--- src/rtl/muldiv_pkg.sv ---
`default_nettype none
// ============================================================================
// muldiv_pkg : shared constants, op encodings and FSM states for muldiv_unit
// Rev 1.0
// ============================================================================
package muldiv_pkg;

  localparam int unsigned c_ITERS = 32;

  localparam logic [1:0] c_OP_MULT  = 2'b00;
  localparam logic [1:0] c_OP_MULTU = 2'b01;
  localparam logic [1:0] c_OP_DIV   = 2'b10;
  localparam logic [1:0] c_OP_DIVU  = 2'b11;

  localparam logic [31:0] c_DIVZERO_LO = 32'hFFFF_FFFF;

  typedef enum logic [1:0] {
    IDLE = 2'd0,
    MUL  = 2'd1,
    DIV  = 2'd2
  } state_t;

  function automatic logic op_is_signed(input logic [1:0] op);
    return ~op[0];
  endfunction

endpackage
`default_nettype wire

--- src/rtl/muldiv_signfix.sv ---
`default_nettype none
// ============================================================================
// muldiv_signfix : combinational conditional two's-complement negate
// Rev 1.0
// ============================================================================
module muldiv_signfix #(
  parameter int W = 32
) (
  input  logic [W-1:0] i_val,
  input  logic         i_neg,
  output logic [W-1:0] o_val
);

  assign o_val = i_neg ? (~i_val + {{(W-1){1'b0}}, 1'b1}) : i_val;

endmodule
`default_nettype wire

--- src/rtl/muldiv_unit.sv ---
`default_nettype none
// ============================================================================
// muldiv_unit : iterative 32-cycle MULT/MULTU/DIV/DIVU with HI/LO registers.
// Divide datapath compiled in only when MULDIV_DIV_EN is defined.
// Rev 1.0
// ============================================================================
module muldiv_unit
  import muldiv_pkg::*;
#(
  parameter int WIDTH = 32
) (
  input  logic             Clk,
  input  logic             Reset,
  input  logic             Start,
  input  logic [1:0]       Op,
  input  logic [WIDTH-1:0] A,
  input  logic [WIDTH-1:0] B,
  input  logic             WeHi,
  input  logic             WeLo,
  input  logic [WIDTH-1:0] WData,
  output logic             Busy,
  output logic             Done,
  output logic [WIDTH-1:0] HI,
  output logic [WIDTH-1:0] LO
);

  state_t               r_state;
  logic                 r_busy;
  logic                 r_done;
  logic [WIDTH-1:0]     r_hi;
  logic [WIDTH-1:0]     r_lo;
  logic [4:0]           r_cnt;
  logic [2*WIDTH-1:0]   r_acc;
  logic [WIDTH-1:0]     r_mcand;
  logic                 r_neg_res;

  logic                 w_signed;
  logic [WIDTH-1:0]     w_abs_a;
  logic [WIDTH-1:0]     w_abs_b;
  logic [WIDTH:0]       w_sum;
  logic [2*WIDTH-1:0]   w_mul_next;
  logic [2*WIDTH-1:0]   w_prod;
  logic                 w_last;

  assign w_signed = op_is_signed(Op);
  assign w_last   = (r_cnt == 5'(c_ITERS - 1));

  muldiv_signfix #(.W(WIDTH)) u_fix_a (
    .i_val (A),
    .i_neg (w_signed & A[WIDTH-1]),
    .o_val (w_abs_a)
  );

  muldiv_signfix #(.W(WIDTH)) u_fix_b (
    .i_val (B),
    .i_neg (w_signed & B[WIDTH-1]),
    .o_val (w_abs_b)
  );

  // Shift-add: the upper half accumulates, the multiplier drains out of bit 0.
  assign w_sum      = {1'b0, r_acc[2*WIDTH-1:WIDTH]} + (r_acc[0] ? {1'b0, r_mcand} : '0);
  assign w_mul_next = {w_sum, r_acc[WIDTH-1:1]};

  muldiv_signfix #(.W(2*WIDTH)) u_fix_prod (
    .i_val (w_mul_next),
    .i_neg (r_neg_res),
    .o_val (w_prod)
  );

`ifdef MULDIV_DIV_EN
  logic [WIDTH-1:0]     r_a;
  logic                 r_divzero;
  logic                 r_neg_rem;
  logic [WIDTH:0]       w_shift;
  logic [WIDTH:0]       w_diff;
  logic [2*WIDTH-1:0]   w_div_next;
  logic [WIDTH-1:0]     w_quo;
  logic [WIDTH-1:0]     w_rem;

  // Restoring step: {rem, quo} shifts left; a set bit WIDTH in the difference means "restore".
  assign w_shift    = {r_acc[2*WIDTH-1:WIDTH], r_acc[WIDTH-1]};
  assign w_diff     = w_shift - {1'b0, r_mcand};
  assign w_div_next = w_diff[WIDTH] ? {w_shift[WIDTH-1:0], r_acc[WIDTH-2:0], 1'b0}
                                    : {w_diff[WIDTH-1:0],  r_acc[WIDTH-2:0], 1'b1};

  muldiv_signfix #(.W(WIDTH)) u_fix_quo (
    .i_val (w_div_next[WIDTH-1:0]),
    .i_neg (r_neg_res),
    .o_val (w_quo)
  );

  muldiv_signfix #(.W(WIDTH)) u_fix_rem (
    .i_val (w_div_next[2*WIDTH-1:WIDTH]),
    .i_neg (r_neg_rem),
    .o_val (w_rem)
  );
`endif

  always_ff @(posedge Clk) begin
    if (Reset) begin
      r_state   <= IDLE;
      r_busy    <= 1'b0;
      r_done    <= 1'b0;
      r_hi      <= '0;
      r_lo      <= '0;
      r_cnt     <= '0;
      r_acc     <= '0;
      r_mcand   <= '0;
      r_neg_res <= 1'b0;
`ifdef MULDIV_DIV_EN
      r_a       <= '0;
      r_divzero <= 1'b0;
      r_neg_rem <= 1'b0;
`endif
    end else begin
      r_done <= 1'b0;
      case (r_state)
        IDLE: begin
          if (WeHi) r_hi <= WData;
          if (WeLo) r_lo <= WData;
          if (Start) begin
            r_acc     <= {{WIDTH{1'b0}}, w_abs_a};
            r_mcand   <= w_abs_b;
            r_cnt     <= '0;
            r_neg_res <= w_signed & (A[WIDTH-1] ^ B[WIDTH-1]);
            if (!Op[1]) begin
              r_state <= MUL;
              r_busy  <= 1'b1;
            end else begin
`ifdef MULDIV_DIV_EN
              r_state   <= DIV;
              r_busy    <= 1'b1;
              r_a       <= A;
              r_divzero <= (B == '0);
              r_neg_rem <= w_signed & A[WIDTH-1];
`else
              r_done    <= 1'b1;
`endif
            end
          end
        end
        MUL: begin
          r_acc <= w_mul_next;
          r_cnt <= r_cnt + 5'd1;
          if (w_last) begin
            r_hi    <= w_prod[2*WIDTH-1:WIDTH];
            r_lo    <= w_prod[WIDTH-1:0];
            r_done  <= 1'b1;
            r_busy  <= 1'b0;
            r_cnt   <= '0;
            r_state <= IDLE;
          end
        end
`ifdef MULDIV_DIV_EN
        DIV: begin
          r_acc <= w_div_next;
          r_cnt <= r_cnt + 5'd1;
          if (w_last) begin
            // Divide by zero returns the dividend untouched in HI.
            r_hi    <= r_divzero ? r_a : w_rem;
            r_lo    <= r_divzero ? c_DIVZERO_LO : w_quo;
            r_done  <= 1'b1;
            r_busy  <= 1'b0;
            r_cnt   <= '0;
            r_state <= IDLE;
          end
        end
`endif
        default: begin
          r_state <= IDLE;
          r_busy  <= 1'b0;
        end
      endcase
    end
  end

  assign Busy = r_busy;
  assign Done = r_done;
  assign HI   = r_hi;
  assign LO   = r_lo;

endmodule
`default_nettype wire

--- config.mk ---
export PLATFORM = sky130hd
export DESIGN_NAME = muldiv_unit
export DESIGN_NICKNAME = d
export VERILOG_FILES = /design/src/rtl/muldiv_pkg.sv /design/src/rtl/muldiv_signfix.sv /design/src/rtl/muldiv_unit.sv
export SDC_FILE = /design/constraint.sdc
export NUM_CORES = 1
export LEC_CHECK = 0
export ABC_AREA = 1
export BUFFER_PORTS_ARGS = -buffer_cell sky130_fd_sc_hd__buf_4
export CORE_MARGIN = 4
export CORE_UTILIZATION = 64
export CTS_CLUSTER_DIAMETER = 40
export DETAILED_ROUTE_END_ITERATION = 12
export GPL_ROUTABILITY_DRIVEN = 0
export PLACE_DENSITY = 0.88
export SLEW_MARGIN = 10
export SYNTH_ARGS = -nofsm -noshare
export SYNTH_HDL_FRONTEND = slang
export SYNTH_SLANG_ARGS = --single-unit
--- constraint.sdc ---
create_clock -name Clk -period 8.5 [get_ports Clk]
set_clock_uncertainty 0.15 [all_clocks]
set_input_delay 0.425 -clock Clk [delete_from_list [all_inputs] [get_ports Clk]]
set_output_delay 0.425 -clock Clk [all_outputs]
set_load 0.02 [all_outputs]
Yosys cells after proc, flatten, opt, wreduce, memory -nomap -nowiden. Cells that the tools add are included. W data, S select, Z words.

$mul: 0. Divide/modulo/power cells: 0. Bitwise operators: 8. Add/subtract/negate cells: 5. Eq/ne operators: 7. Reductions and logical operators: 7. $lt $le $gt $ge: 0. Shift-type cells: 0. Multiplexer cells: 27.

Operator list (count): $mux W32 (7); $mux W64 (2); $pmux W32 S2 (2); $pmux W64 S2 (1); $add A32 B1 Y32 const B (2); $add A64 B1 Y64 const B (1); $not A32 Y32 (2); $not A64 Y64 (1); $add A32 B32 Y33 (1); $mux W5 (2); $ne A2 B2 Y1 const B (5); $pmux W5 S2 (1); $reduce_and A3 Y1 (3); $mux W1 (6); $mux W2 (3); $add A5 B1 Y5 const B (1); $eq A5 B5 Y1 const B (1); $pmux W1 S2 (2); $pmux W2 S2 (1); $reduce_and A2 Y1 (2); $and A1 B1 Y1 (3); $eq A2 B1 Y1 const B (1); $logic_not A2 Y1 (1); $reduce_bool A2 Y1 (1); other kinds (2) (2).

Memories: 0. Register bits after elaboration: 170. Bits in latches: 0. ROM bits: 0. Input port bits: 103. Bits in writable memories: 0.

Longest topological paths before layout.
Depth in word-level cells: 7. Depth in mapped cells: 26.

Modules after synthesis. From an unflattened synthesis, not the netlist that was laid out.

Cell total of the unflattened synthesis: 2412. Area total of the unflattened synthesis: 13982.2 um^2.

By module, submodules not included: muldiv_unit (area an instance 9298.9 um^2, instances 1, cells each 1460); muldiv_signfix (u_fix_prod) (area an instance 2466.1 um^2, instances 1, cells each 498); muldiv_signfix (u_fix_a ...) (area an instance 1108.6 um^2, instances 2, cells each 227).

Least setup slack after synthesis. OpenSTA, ideal clock, no wires.

Kind: reg-to-reg. From: register r_acc[0]. To: register r_hi[21] (netlist: HI[21]). Buffers on the path: 2. Arrival time: 2786 ps. Stages on the path, launching flop included: 19. Slack: 5447 ps. Required time: 8233 ps. Library setup time: 117 ps. Clock period less this slack: 3053 ps. Cells stage by stage: dfxtp_1 clkbuf_1 clkbuf_1 nand2_1 inv_1 ha_1 fa_1 nor3_1 nand3_1 nor2_4 nand3_2 nor2_2 nand2_2 nor2_2 inv_1 nand3_1 nand3_1 nor2_1 nor2_1.

Cells in the longest elaborated chain, start to end: 7.

Ends and longest elaborated chain: from (decl) (line muldiv_unit.sv:33) `logic [2*WIDTH-1:0] r_acc;`; from (signal assigned) (line muldiv_unit.sv:122) `r_acc <= {{WIDTH{1'b0}}, w_abs_a};`; from (signal assigned) (line muldiv_unit.sv:143) `r_acc <= w_mul_next;`; $mux W32 (*) (line muldiv_unit.sv:61) `assign w_sum = {1'b0, r_acc[2*WIDTH-1:WIDTH]} + (r_acc[0] ? {1'b0, r_mcand} : '0);`; $add A32 B32 Y33 (*) (line muldiv_unit.sv:61); $not A64 Y64 (line muldiv_signfix.sv:14) `assign o_val = i_neg ? (~i_val + {{(W-1){1'b0}}, 1'b1}) : i_val;`; $add A64 B1 Y64 (line muldiv_signfix.sv:14); $mux W64 (*) (line muldiv_signfix.sv:14); $mux W32 (*) (line muldiv_unit.sv:145) `if (w_last) begin`; $pmux W32 S2 (*) (line muldiv_unit.sv:117) `case (r_state)`; to (signal assigned) (line muldiv_unit.sv:119) `if (WeHi) r_hi <= WData;`; to (signal assigned) (line muldiv_unit.sv:146) `r_hi <= w_prod[2*WIDTH-1:WIDTH];`; to (decl) (line muldiv_unit.sv:30) `logic [WIDTH-1:0] r_hi;`.

Every way passes the cells marked *; elsewhere a longest branch is shown, timed or not. The select of a mux whose other input is x is not followed. A chain may end at the register's enable or synchronous reset.

Worst setup path after layout.
From: register r_acc[0]. To: register r_hi[22] (netlist: HI[22]).

The elaborated chain is that of the path after synthesis.

==> results.md <==
Status:
- The run finished with clean final reports.

Timing:
- The number of failing setup endpoints in the final timing report is 0.
- The final-report hold violation count was 0.
- The final max-slew violation count is 0.
- The share of the clock period used by the worst path is 0.483.
- Setup repair after global routing left no endpoint under its margin.
- The minimum clock period after layout is 4100 ps.
- Measured against its own limit, the worst slew margin works out to 0.308.
- The hold slack is 113 ps.
- Adding up every negative setup slack in the final design gives 0 ps.
- At the pin with the least slew margin, the transition time is 1040 ps.
- Timing would allow up to around 240 MHz.

Clock network:
- The number of post-CTS setup repair buffers is 0.
- The maximum root-to-sink buffer count is 2.
- The number of gates resized after CTS was 0.
- The CTS tree is built.
- The register clock-pin slew on the reported worst setup and hold paths is 70 ps.
- The number of clock buffers inserted by TritonCTS is 17.
- The clock sink total is 168.
- The clock insertion delay at the later pin of the skew report is 450 ps.
- The hold buffer count at cts is 0.
- In this run the clock root is driven by a sky130_fd_sc_hd__clkbuf_16.
- The count of H-tree levels built during CTS is 4.

Critical path:
- The highest fanout seen on the critical path is 33.
- The worst setup path is of the register to register kind.
- The most critical setup path has its startpoint at r_acc[0].
- STA classifies the critical path endpoint as a register.
- The worst endpoint data arrival time is ~4300 ps.
- The startpoint identified for the worst register-to-register timing path is r_acc[0].
- The kind of launch point of the worst setup path is a register.
- The required time at the worst-slack endpoint is 8700 ps.

Routing:
- The number of iterations in the first detailed-routing pass is 8.
- For this block, the initial DRC count from the detailed router was roughly 2.2k.
- The count of nets left with antenna violations once routing finished came out at 0.
- In the routed layout, each cell is associated on average with a via count of 5.96.
- The final wirelength is 44.0 mm.
- The detailed-route via count is 15.1k.
- In the routed design, unresolved DRC markers number 0.
- The routed wire length per instance is 17.3 um.

Synthesis:
- The cell area that synthesis handed to floorplanning was 12700 sq um.
- The number of nets handed over by synthesis was around 2.3k.
- Synthesis inferred 168 register bits.
- The synthesized netlist cell count is approximately 2.1k.
- Counting flops with a built-in enable in the synthesized netlist gives 0.
- The number of distinct standard cells referenced by the synthesized netlist is 53.
- The part of the Yosys area used for sequential elements is 0.266.
- Averaged over all synthesized cells, the footprint is between 5 and 6 sq um.
- The share of synthesized registers carrying an async set or reset is 0.
- The Yosys step of the flow raised 0 warnings.
- The most used flip-flop cell after synthesis is sky130_fd_sc_hd__dfxtp_1.

Cells and area:
- The fraction of final layout cells sized beyond drive strength 1 is 0.126.
- The net count of the finished layout is about 2.4k.
- After filler insertion, the fill cell instance count of the layout stands at 1587.
- The library cells used most frequently in the layout, excluding fill and tap cells, are sky130_fd_sc_hd__nand2_1, sky130_fd_sc_hd__inv_1, sky130_fd_sc_hd__nor2_1.
- The leading cell type in the layout, fill and taps excluded is sky130_fd_sc_hd__nand2_1.
- The area added between synthesis and finish is 16.3%.
- The number of diodes is 0.

Pwr:
- For this design the total switching power over the nets is 0.730 mW.
- The sequential group share of total power is 0.391.
- The cell internal power dissipation is 1.54 mW.
- The analysis attributes to cell leakage a power of approximately 7.6 nW.
- The fraction of power consumed by the clock network is 0.394.
- In this run the power density over the cells is 154 nW/um^2.
- The switching power as a share of total power is 0.321.
- The worst-case vdd ir drop is 0.000136 V.
- The combinational share of power is 0.215.
- The completed layout was analyzed and its total power is 2.27 mW.

Die:
- The starting utilization of the core area is 0.650.
- From left edge to right edge, the die measures 149 um.
- The core area is 19500 sq um.
- The height of the die is 149 um.
- The floorplan step defined a die boundary enclosing 22100 sq um.
- The number of I/O pins is ~170.
- After floorplanning, the core was divided into 51 placement rows.

Job:
- The tool flagged a number of max-cap violations equal to 0.

Global routing:
- The number of global-route vias before repair is between 10k and 15k.
- The global-route congestion overflow total is 0.
- The pin count of the biggest net entering global routing is 78.
- The first-pass GRT wire length is 68.8 mm.
- In the global route stage, overall resource usage came out at 0.387.
- The initial antenna violation count is 0.

Worst hold path:
- The min-delay analysis places its worst path in the category input port to register.
- The startpoint of the most critical hold path is Op[1].

Placement:
- The wire-length estimate of the detail-placed layout is 33.3 mm.
- The count of buffers added on input and output ports is 168.
registers in the layout, indices dropped and copies added, names as in the netlist:
| register | count |
|---|---|
| r_acc | 64 |
| HI | 32 |
| LO | 32 |
| r_mcand | 32 |
| r_cnt | 5 |
| Busy | 1 |
| Done | 1 |
| r_neg_res | 1 |
through the flow:
stage | std cells | utilization | area (sq um) | worst slack, ps
floorplan | 2142 | - | 12700 | 5450
global placement | 2507 | 0.722 | 14100 | 4690
detailed placement | 2507 | 0.722 | 14100 | 4620
CTS | 2539 | 0.756 | 14700 | 4540
global route | 2539 | 0.756 | 14700 | 4140
finish | 2539 | 0.756 | 14700 | 4400
logic make-up after synthesis:
kind of cell,Yosys count,share of synthesized area
xor+xnor,45,0.0311
flops,168,0.266
simple gates,1097,0.372
fa+ha+maj,38,0.0382
buf+inv,418,0.124
compound gates,376,0.168
path summary, 6_finish.rpt:
check | to | slack, ps | cells past startpoint
worst max register to register | HI[22] | 4400 | 18
worst max-delay path | HI[22] | 4400 | 18
worst min-delay path | Busy | 110 | 4
worst min register to register | LO[17] | 310 | 2
worst max-delay path, cell delays in order (launching register included):
cell,delay (ps)
sky130_fd_sc_hd__dfxtp_1,1000
sky130_fd_sc_hd__nand2_1,120
sky130_fd_sc_hd__inv_1,90
sky130_fd_sc_hd__ha_1,210
sky130_fd_sc_hd__fa_1,280
sky130_fd_sc_hd__xnor2_1,190
sky130_fd_sc_hd__inv_1,130
sky130_fd_sc_hd__nor3_1,360
sky130_fd_sc_hd__nand2_1,150
sky130_fd_sc_hd__nor2_2,240
sky130_fd_sc_hd__nand2_1,150
sky130_fd_sc_hd__inv_1,180
sky130_fd_sc_hd__nand2_1,110
sky130_fd_sc_hd__nor2_2,170
sky130_fd_sc_hd__nand2_1,100
sky130_fd_sc_hd__nand3_1,80
sky130_fd_sc_hd__nand2_1,70
sky130_fd_sc_hd__o21bai_1,150
sky130_fd_sc_hd__inv_1,70
power groups by stage:
stage          Combinational [mW]  Sequential, mW  Clock [mW]
2_1_floorplan               0.272           0.915           0
3_3_place_gp                0.459           0.900           0
3_5_place_dp                0.470           0.901           0
4_1_cts                     0.474           0.884       0.887
5_1_grt                     0.529           0.892       0.919
6_report                    0.488           0.887       0.896
cells in the mapped netlist (6+ instances only):
master | instances | area [sq um]
sky130_fd_sc_hd__xor2_1 | 28 | 245
sky130_fd_sc_hd__nand3_1 | 138 | 691
sky130_fd_sc_hd__a21oi_1 | 145 | 726
sky130_fd_sc_hd__nor2_1 | 195 | 732
sky130_fd_sc_hd__o221ai_1 | 10 | 87.6
sky130_fd_sc_hd__nand2_1 | 631 | 2370
sky130_fd_sc_hd__clkbuf_1 | 64 | 240
sky130_fd_sc_hd__nand2_2 | 17 | 106
sky130_fd_sc_hd__buf_1 | 14 | 52.6
sky130_fd_sc_hd__nor3_1 | 26 | 130
sky130_fd_sc_hd__inv_2 | 7 | 26.3
sky130_fd_sc_hd__ha_1 | 37 | 463
sky130_fd_sc_hd__nand4_1 | 22 | 138
sky130_fd_sc_hd__nand3b_1 | 14 | 105
sky130_fd_sc_hd__o31ai_1 | 7 | 52.6
sky130_fd_sc_hd__nand3_2 | 11 | 110
sky130_fd_sc_hd__o21bai_1 | 6 | 45.0
sky130_fd_sc_hd__a31oi_1 | 47 | 294
sky130_fd_sc_hd__o211ai_1 | 21 | 158
sky130_fd_sc_hd__o21ai_0 | 115 | 576
sky130_fd_sc_hd__inv_1 | 328 | 1230
sky130_fd_sc_hd__xnor2_1 | 17 | 149
sky130_fd_sc_hd__dfxtp_1 | 168 | 3360
sky130_fd_sc_hd__nor2_2 | 19 | 119
area by class of cell:
cell class	count	area [sq um]	area share
Clock buffer	17	425	0.0289
Tap cell	265	332	0.0225
Multi-Input combinational cell	1556	7730	0.525
Inverter	337	1260	0.0860
Clock inverter	15	239	0.0162
Sequential cell	168	3360	0.229
Timing Repair Buffer	181	1360	0.0923
metal layers:
metal	wire length (um)	track usage	vias up
li1	-	-	7127
met2	18700	0.577	1092
met4	2350	0.186	0
met1	16700	0.516	6710
met3	6240	0.111	200
met5	0	0	-
(Power assumes the default switching activity.)
